<file path="src/rtl/mcu_pkg.sv">
// Shared definitions for the multicycle RISC-V main controller: FSM states,
// opcodes and the datapath select / ALU-op encodings.
package mcu_pkg;

  typedef enum logic [3:0] {
    S_IDLE,
    S_FETCH,
    S_DECODE,
    S_MEMADR,
    S_MEMREAD,
    S_MEMWB,
    S_MEMWRITE,
    S_EXECR,
    S_EXECI,
    S_ALUWB,
    S_BEQ,
    S_JAL,
    S_TRAP
  } state_t;

  localparam logic [6:0] OP_R   = 7'b0110011;
  localparam logic [6:0] OP_I   = 7'b0010011;
  localparam logic [6:0] OP_LW  = 7'b0000011;
  localparam logic [6:0] OP_SW  = 7'b0100011;
  localparam logic [6:0] OP_BEQ = 7'b1100011;
  localparam logic [6:0] OP_JAL = 7'b1101111;

  localparam logic [1:0] SRCA_PC    = 2'b00;
  localparam logic [1:0] SRCA_OLDPC = 2'b01;
  localparam logic [1:0] SRCA_RS1   = 2'b10;

  localparam logic [1:0] SRCB_RS2  = 2'b00;
  localparam logic [1:0] SRCB_IMM  = 2'b01;
  localparam logic [1:0] SRCB_FOUR = 2'b10;

  localparam logic [1:0] ALU_ADD   = 2'b00;
  localparam logic [1:0] ALU_SUB   = 2'b01;
  localparam logic [1:0] ALU_FUNCT = 2'b10;

  localparam logic [1:0] RES_ALUOUT  = 2'b00;
  localparam logic [1:0] RES_MEMDATA = 2'b01;
  localparam logic [1:0] RES_ALU     = 2'b10;

  localparam logic [1:0] IMM_I = 2'b00;
  localparam logic [1:0] IMM_S = 2'b01;
  localparam logic [1:0] IMM_B = 2'b10;
  localparam logic [1:0] IMM_J = 2'b11;

  function automatic logic [1:0] imm_src_of(input logic [6:0] opcode);
    case (opcode)
      OP_SW:   return IMM_S;
      OP_BEQ:  return IMM_B;
      OP_JAL:  return IMM_J;
      default: return IMM_I;
    endcase
  endfunction

endpackage

</file>
<file path="src/rtl/mcu_perf_counters.sv">
// Free-running cycle and retired-instruction counters for the controller;
// both wrap silently.
module mcu_perf_counters #(
  parameter int CNT_W = 32
) (
  input  logic             clk,
  input  logic             rst_n,
  input  logic             active,
  input  logic             retire,
  output logic [CNT_W-1:0] cycle_cnt,
  output logic [CNT_W-1:0] instr_cnt
);

  // NOTE: sequential state uses non-blocking assignments so every flop
  // samples pre-edge values regardless of process evaluation order.
  always_ff @(posedge clk or negedge rst_n) begin
    if (!rst_n) begin
      cycle_cnt <= '0;
      instr_cnt <= '0;
    end else begin
      if (active) cycle_cnt <= cycle_cnt + CNT_W'(1);
      if (retire) instr_cnt <= instr_cnt + CNT_W'(1);
    end
  end

endmodule

</file>
<file path="src/rtl/multicycle_control_unit.sv">
// Multicycle RISC-V main controller (Moore FSM). Define MCU_PERF_CNT_EN to
// build the cycle / retired-instruction counters; otherwise they read 0.
module multicycle_control_unit
  import mcu_pkg::*;
#(
  parameter int CNT_W    = 32,
  parameter int MEM_WAIT = 1
) (
  input  logic             clk,
  input  logic             rst_n,
  input  logic [6:0]       opcode,
  input  logic             zero,
  input  logic             mem_ready,
  output logic             mem_req,
  output logic             mem_write,
  output logic             adr_src,
  output logic             ir_write,
  output logic             pc_write,
  output logic [1:0]       alu_src_a,
  output logic [1:0]       alu_src_b,
  output logic [1:0]       alu_op,
  output logic [1:0]       imm_src,
  output logic [1:0]       result_src,
  output logic             reg_write,
  output logic             illegal,
  output logic [CNT_W-1:0] cycle_cnt,
  output logic [CNT_W-1:0] instr_cnt
);

  state_t state_q, state_d;
  logic   started_q;
  logic   ready_eff;
  logic   pc_update;
  logic   branch;

  assign ready_eff = (MEM_WAIT != 0) ? mem_ready : 1'b1;

  // started_q holds IDLE for exactly one cycle after reset release.
  always_ff @(posedge clk or negedge rst_n) begin
    if (!rst_n) begin
      state_q   <= S_IDLE;
      started_q <= 1'b0;
    end else begin
      state_q   <= state_d;
      started_q <= 1'b1;
    end
  end

  // NOTE: every signal written here gets a default first, so no path
  // through the case leaves one unassigned and no latch is inferred.
  always_comb begin
    state_d    = state_q;
    mem_req    = 1'b0;
    mem_write  = 1'b0;
    adr_src    = 1'b0;
    ir_write   = 1'b0;
    pc_update  = 1'b0;
    branch     = 1'b0;
    alu_src_a  = SRCA_PC;
    alu_src_b  = SRCB_RS2;
    alu_op     = ALU_ADD;
    result_src = RES_ALUOUT;
    reg_write  = 1'b0;
    illegal    = 1'b0;

    case (state_q)
      S_IDLE: if (started_q) state_d = S_FETCH;
      S_FETCH: begin
        mem_req    = 1'b1;
        alu_src_b  = SRCB_FOUR;
        result_src = RES_ALU;
        if (ready_eff) begin
          ir_write  = 1'b1;
          pc_update = 1'b1;
          state_d   = S_DECODE;
        end
      end
      S_DECODE: begin
        alu_src_a = SRCA_OLDPC;
        alu_src_b = SRCB_IMM;
        case (opcode)
          OP_LW, OP_SW: state_d = S_MEMADR;
          OP_R:         state_d = S_EXECR;
          OP_I:         state_d = S_EXECI;
          OP_BEQ:       state_d = S_BEQ;
          OP_JAL:       state_d = S_JAL;
          default:      state_d = S_TRAP;
        endcase
      end
      S_MEMADR: begin
        alu_src_a = SRCA_RS1;
        alu_src_b = SRCB_IMM;
        state_d   = (opcode == OP_LW) ? S_MEMREAD : S_MEMWRITE;
      end
      S_MEMREAD: begin
        mem_req = 1'b1;
        adr_src = 1'b1;
        if (ready_eff) state_d = S_MEMWB;
      end
      S_MEMWB: begin
        result_src = RES_MEMDATA;
        reg_write  = 1'b1;
        state_d    = S_FETCH;
      end
      S_MEMWRITE: begin
        mem_req   = 1'b1;
        mem_write = 1'b1;
        adr_src   = 1'b1;
        if (ready_eff) state_d = S_FETCH;
      end
      S_EXECR: begin
        alu_src_a = SRCA_RS1;
        alu_op    = ALU_FUNCT;
        state_d   = S_ALUWB;
      end
      S_EXECI: begin
        alu_src_a = SRCA_RS1;
        alu_src_b = SRCB_IMM;
        alu_op    = ALU_FUNCT;
        state_d   = S_ALUWB;
      end
      S_ALUWB: begin
        reg_write = 1'b1;
        state_d   = S_FETCH;
      end
      S_BEQ: begin
        alu_src_a = SRCA_RS1;
        alu_op    = ALU_SUB;
        branch    = 1'b1;
        state_d   = S_FETCH;
      end
      S_JAL: begin
        alu_src_a = SRCA_OLDPC;
        alu_src_b = SRCB_FOUR;
        pc_update = 1'b1;
        state_d   = S_ALUWB;
      end
      S_TRAP: illegal = 1'b1;
      default: state_d = S_IDLE;
    endcase
  end

  assign pc_write = pc_update | (branch & zero);
  assign imm_src  = imm_src_of(opcode);

`ifdef MCU_PERF_CNT_EN
  logic active;
  logic retire;

  // A cycle counts when the edge ending it lands outside IDLE, so the
  // IDLE->FETCH edge is the first one counted.
  assign active = (state_d != S_IDLE);
  assign retire = (state_d == S_FETCH) &&
                  (state_q inside {S_MEMWB, S_MEMWRITE, S_ALUWB, S_BEQ});

  mcu_perf_counters #(.CNT_W(CNT_W)) u_perf (
    .clk       (clk),
    .rst_n     (rst_n),
    .active    (active),
    .retire    (retire),
    .cycle_cnt (cycle_cnt),
    .instr_cnt (instr_cnt)
  );
`else
  assign cycle_cnt = '0;
  assign instr_cnt = '0;
`endif

endmodule

</file>
<file path="config.mk">
export PLATFORM = sky130hd
export DESIGN_NAME = multicycle_control_unit
export DESIGN_NICKNAME = d
export VERILOG_FILES = /design/src/rtl/mcu_pkg.sv /design/src/rtl/mcu_perf_counters.sv /design/src/rtl/multicycle_control_unit.sv
export SDC_FILE = /design/constraint.sdc
export NUM_CORES = 1
export LEC_CHECK = 0
export ABC_AREA = 1
export CAP_MARGIN = 15
export CORE_ASPECT_RATIO = 0.6
export CORE_MARGIN = 1
export CORE_UTILIZATION = 33
export CTS_BUF_LIST = sky130_fd_sc_hd__clkbuf_4 sky130_fd_sc_hd__clkbuf_8
export CTS_CLUSTER_DIAMETER = 100
export DETAILED_ROUTE_END_ITERATION = 12
export GPL_ROUTABILITY_DRIVEN = 1
export GPL_TIMING_DRIVEN = 1
export MAX_ROUTING_LAYER = met4
export PLACE_DENSITY = 0.87
export SYNTH_ARGS = -nofsm -noshare
export SYNTH_HDL_FRONTEND = slang
export SYNTH_SLANG_ARGS = --single-unit
export TNS_END_PERCENT = 50
</file>
<file path="constraint.sdc">
create_clock -name clk -period 1.6 [get_ports clk]
set_input_delay 0.32 -clock clk [delete_from_list [all_inputs] [get_ports clk]]
set_output_delay 0.32 -clock clk [all_outputs]
set_load 0.1 [all_outputs]
</file>
Word level (Yosys, flattened, before mapping) --
Index checks and enable logic that the tools add are counted.
Word-level totals: register bits after elaboration 5, bits in latches 0, memory bits (writable) 0, ROM bits 0, input port bits 11, output and inout port bits 81, memories 0
Cells by class: $add $sub $neg 0, $mul 0, div/mod/pow operators 0, $lt $le $gt $ge 0, equal/unequal tests 22, shift operators 0, muxes and demuxes 21, bitwise gates (word level) 3, reductions and logical operators 13
Operators by type and width (count):
- $pmux 4 s9 | 1
- $eq 4x4->1 const B | 5
- $pmux 4 s5 | 1
- $eq 4x3->1 const B | 4
- $mux 4 | 4
- $pmux 2 s2 | 4
- $eq 7x6->1 const B | 2
- $eq 7x7->1 const B | 2
- $reduce_or 2->1 | 6
- $reduce_or 3->1 | 4
- $eq 4x2->1 const B | 2
- $mux 1 | 8
- $ne 2x2->1 const B | 4
- $eq 7x2->1 const B | 1
- $eq 7x5->1 const B | 1
- $pmux 2 s3 | 1
- $reduce_and 5->1 | 1
- $eq 4x1->1 const B | 1
- $logic_not 4->1 | 1
- $reduce_or 4->1 | 1
- $mux 2 | 1
- $pmux 1 s2 | 1
- $and 1x1->1 | 1
- $not 1->1 | 1
- $or 1x1->1 | 1

Depth between registers and ports, before layout --
word-level depth 4, depth in mapped cells 11, gate-level depth less buffers 11

Worst setup path before layout --
OpenSTA, ideal clock, no wires.
path type reg2out, from reg state_q[2], to out pc_write, arrival 3.538 ns, path slack -2.258 ns, stages on the path, launching flop included 6, buffers on the path 0, cell sequence dfrtp_1 nor2_4 clkinv_4 nor2_4 inv_1 o21ai_0
Between the ends: cells in the longest elaborated chain, start to end 4
Ends and longest elaborated chain:
- from (decl) | line multicycle_control_unit.sv:30 | state_t state_q, state_d;
- from (signal assigned) | line multicycle_control_unit.sv:44 | state_q <= state_d;
- $eq 4x4->1 | line multicycle_control_unit.sv:66 | case (state_q)
- $mux 1 | line multicycle_control_unit.sv:66
- $and 1x1->1 | line multicycle_control_unit.sv:143 | assign pc_write = pc_update | (branch & zero);
- $or 1x1->1 (*) | line multicycle_control_unit.sv:143
- to (decl) | line multicycle_control_unit.sv:18 | output logic pc_write,
Every way passes the cells marked *; elsewhere a longest branch is shown, timed or not.

Final worst setup path --
from reg state_q[1], to out alu_src_a[1]
Between the ends: cells in the longest elaborated chain, start to end 3
Ends and longest elaborated chain:
- $eq 4x4->1, or another cell as far along | line multicycle_control_unit.sv:66
- $reduce_or 4->1 (no source line) / $reduce_or 2->1 (equally long branches)
- $pmux 2 s2 (*) | line multicycle_control_unit.sv:66
- to (decl) | line multicycle_control_unit.sv:19 | output logic [1:0] alu_src_a,
Marked as above.

==> qor.json <==
{
  "outcome": {
    "status": "finished, violations left",
    "failed_checks": "negative setup slack"
  },
  "floorplanning": {
    "num_io_pins": 92,
    "area_of_the_placeable_core_mm2": 0.002965,
    "design.die.area_mm2": 0.003458,
    "die-height_um": 45.95,
    "rows": 15,
    "starting_density_pct": 35.82,
    "die_w_um": 75.25
  },
  "route": {
    "post_drt_antenna_nets": 0,
    "detail_route.vias_per_cell": 3.884,
    "first_iter_violations": 57,
    "routed-via-count": 1041,
    "route.detailed.wl_per_inst_um": 10.65,
    "remaining_drc_errors": 0,
    "drt_wirelength_um": 2853,
    "dr.pass1.iters": 4
  },
  "final_layout": {
    "synthToLayoutAreaGrowth_pct": 59.84,
    "design_area_mm2": 0.001698,
    "nNetsFinal": 238,
    "postLayoutCoreUtil_pct": 57.26,
    "fin_cells": 268,
    "layout.filler_cells": 256,
    "n_antenna_cell": 0,
    "final_layout_size_suffix_gt1_share_pct": 40.27
  },
  "critical_path": {
    "critical_path_peak_fanout": 3,
    "critical-path-slowest-cell": "sky130_fd_sc_hd__dfrtp_1",
    "worst_path_largest_cell_delay_ns": 0.40,
    "cp-end-kind": "output pin",
    "timing.reg2reg.worst_path_depth": 10,
    "list_of_cells_traversed_by_the_critical_path": "buf_4 > nor2_4 > nand2_2 > o21ai_4 > or3_4 > buf_12",
    "timing.critical_path.required_ns": 1.28,
    "critPathKind": "reg -> out",
    "r2r_setup_slack_ns": 0.08,
    "worst_endpoint_data_arrival_time_ns": 1.52,
    "startpoint_type": "flip-flop"
  },
  "timing": {
    "report.final.setup_viol": 16,
    "setup_repair_after_global_routing_missed_its_margin": "yes",
    "setup-tns-final_ns": -2.074,
    "clock_skew_ns": 0.001175,
    "finalHoldViolations": 0,
    "report.final.slew_viol_count": 0,
    "finalCritPeriodShare_pct": 115.1,
    "fin_crit_ns": 1.841,
    "max_freq_ghz": 0.5431,
    "layout_setup_ws_ns": -0.2414
  },
  "synth": {
    "synth-warning-count": 0,
    "post_synth_inst_count": 170,
    "syn-cell-area_mm2": 0.001062,
    "seq_area_frac_synth_pct": 11.78,
    "netlist-cell-type-count": 20,
    "yosys_register_bits": 5,
    "post_synth.cell_area_avg_um2": 6.249
  },
  "placed_design": {
    "dpl.cell_count": 260,
    "place_congestion": 0.9309,
    "hpwlAfterDp_um": 2235,
    "numPortBuffers": 27,
    "placedInstanceArea_mm2": 0.001549
  },
  "grt": {
    "gr_util_met1_pct": 21.63,
    "first_pass_grt_wire_length_um": 4222,
    "grt.met2_usage_pct": 28.83,
    "globalRouteTotalUtil_pct": 17.30,
    "grt_max_degree": 6,
    "grtUsageMet3_pct": 2.876,
    "antenna_violations_before_repair": 0,
    "grt_remaining_overflow": 0,
    "first_global_vias": 938,
    "grt_most_used_layer": "met2"
  },
  "pwr": {
    "power.density_cell_area_mw_per_mm2": 2223,
    "vdd_ir_drop_max_mv": 1.830,
    "total_power_w": 0.003775,
    "power.leakage_nw": 0.8974
  },
  "clocking": {
    "numClockSinks": 5,
    "cts_tree": "yes",
    "ctsHoldBuffers": 0,
    "cts.reportedPaths.clkPinSlew_ns": 0.03,
    "cts_buffers": 3,
    "cts_max_path_buffers": 2,
    "clock_tree.htree_level_count": 1,
    "clk-insertion-delay-late_ns": 0.22,
    "cts_root_buf": "sky130_fd_sc_hd__clkbuf_8"
  },
  "min_path": {
    "min-delay-path-class": "in -> async"
  },
  "run": {
    "maxCapViolations": 0
  }
}
==> critical path, delay by kind of cell, from the launching register on <==
kind            cells  cell delay, ns
compound gates      1            0.07
buf+inv             2            0.32
flops               1            0.40
simple gates        3            0.49
==> registers in the layout, summed over array words and instances (netlist names) <==
signal and flops:
started_q 1, state_q 4
==> cells in the mapped netlist <==
| library cell | number | area share (%) |
|---|---|---|
| sky130_fd_sc_hd__a21oi_1 | 2 | 0.94 |
| sky130_fd_sc_hd__a31oi_1 | 1 | 0.59 |
| sky130_fd_sc_hd__buf_4 | 64 | 45 |
| sky130_fd_sc_hd__clkinv_4 | 1 | 0.82 |
| sky130_fd_sc_hd__conb_1 | 2 | 0.71 |
| sky130_fd_sc_hd__dfrtp_1 | 5 | 12 |
| sky130_fd_sc_hd__inv_1 | 17 | 6.0 |
| sky130_fd_sc_hd__inv_2 | 1 | 0.35 |
| sky130_fd_sc_hd__nand2_1 | 33 | 12 |
| sky130_fd_sc_hd__nand2_2 | 2 | 1.2 |
| sky130_fd_sc_hd__nand3_1 | 7 | 3.3 |
| sky130_fd_sc_hd__nor2_1 | 17 | 6.0 |
| sky130_fd_sc_hd__nor2_2 | 3 | 1.8 |
| sky130_fd_sc_hd__nor2_4 | 3 | 3.2 |
| sky130_fd_sc_hd__nor3_1 | 2 | 0.94 |
| sky130_fd_sc_hd__o21ai_0 | 6 | 2.8 |
| sky130_fd_sc_hd__o21ai_1 | 1 | 0.47 |
| sky130_fd_sc_hd__o21ai_2 | 1 | 0.82 |
| sky130_fd_sc_hd__o221ai_1 | 1 | 0.82 |
| sky130_fd_sc_hd__or3_1 | 1 | 0.59 |
==> per-stage QoR <==
stage	hold WS, ns	worst slack (ns)
finish	0.3227	-0.2414
global route	0.3503	-0.2769
CTS	0.3283	-0.2011
detailed placement	0.5612	-0.1870
global placement	0.5558	-0.1471
floorplan	0.02441	-0.6707
==> layout make-up <==
type,instances,area [um2],share of cell area (%)
multi-input cells,145,759.5,44.73
repair buffers,53,630.6,37.14
flip-flops and latches,5,127.6,7.517
inverters,19,78.83,4.643
well taps,42,52.55,3.095
clock buffers,4,48.80,2.874
==> what timing repair did <==
item | in CTS | in global routing
pin swaps | 5 | 4
buffers inserted | 4 | 0
gates resized for setup | 27 | 8
setup endpoints to repair | 17 | 20
endpoints found under the hold margin | 0 | 0
cloned | 0 | 0
==> report_power, final <==
part / switching [W] / internal [W] / total (W)
sequential: 0.0000759 / 0.000174 / 0.000250
clock: 0.0000608 / 0.000188 / 0.000249
combinational: 0.00234 / 0.000936 / 0.00328
total: 0.00248 / 0.00130 / 0.00378
==> routing by layer <==
layer  up-vias  share of wire [%]
met1       473                 44
li1        504                  -
met3         4                5.9
met4         0               0.70
met5         -                  0
met2        60                 50
==> layout by cell type (no fill, tap or decap), types with 6 or more instances in the layout <==
cell                            synthesis  routed
sky130_fd_sc_hd__nor2_1                17       9
sky130_fd_sc_hd__inv_1                 17      10
sky130_fd_sc_hd__dlygate4sd2_1          0       7
sky130_fd_sc_hd__nand3_1                7       6
sky130_fd_sc_hd__nand2_1               33      25
sky130_fd_sc_hd__conb_1                 2      65
sky130_fd_sc_hd__nor2_4                 3       8
sky130_fd_sc_hd__inv_2                  1       7
sky130_fd_sc_hd__buf_12                 0      17
sky130_fd_sc_hd__buf_4                 64      25
sky130_fd_sc_hd__nor2_2                 3       6
sky130_fd_sc_hd__nand2_2                2      10
==> worst paths after layout <==
check                           start      endpoint
setup reg to reg           state_q[1]    state_q[0]
max in group asynchronous       rst_n    state_q[0]
setup / recovery           state_q[1]  alu_src_a[1]
hold / removal                  rst_n    state_q[3]
hold reg to reg            state_q[2]    state_q[2]
min in group clk           state_q[2]    state_q[2]
==> cell families after synthesis <==
kind of cell	count (synthesis)	synth area share, %
buffers and inverters	83	52.41
AND/OR/NAND/NOR	68	28.62
AO/OA/AOI/OAI	12	6.479
flip-flops	5	11.78
other	2	0.7070
Note: power is estimated with default switching activity, not from simulation.
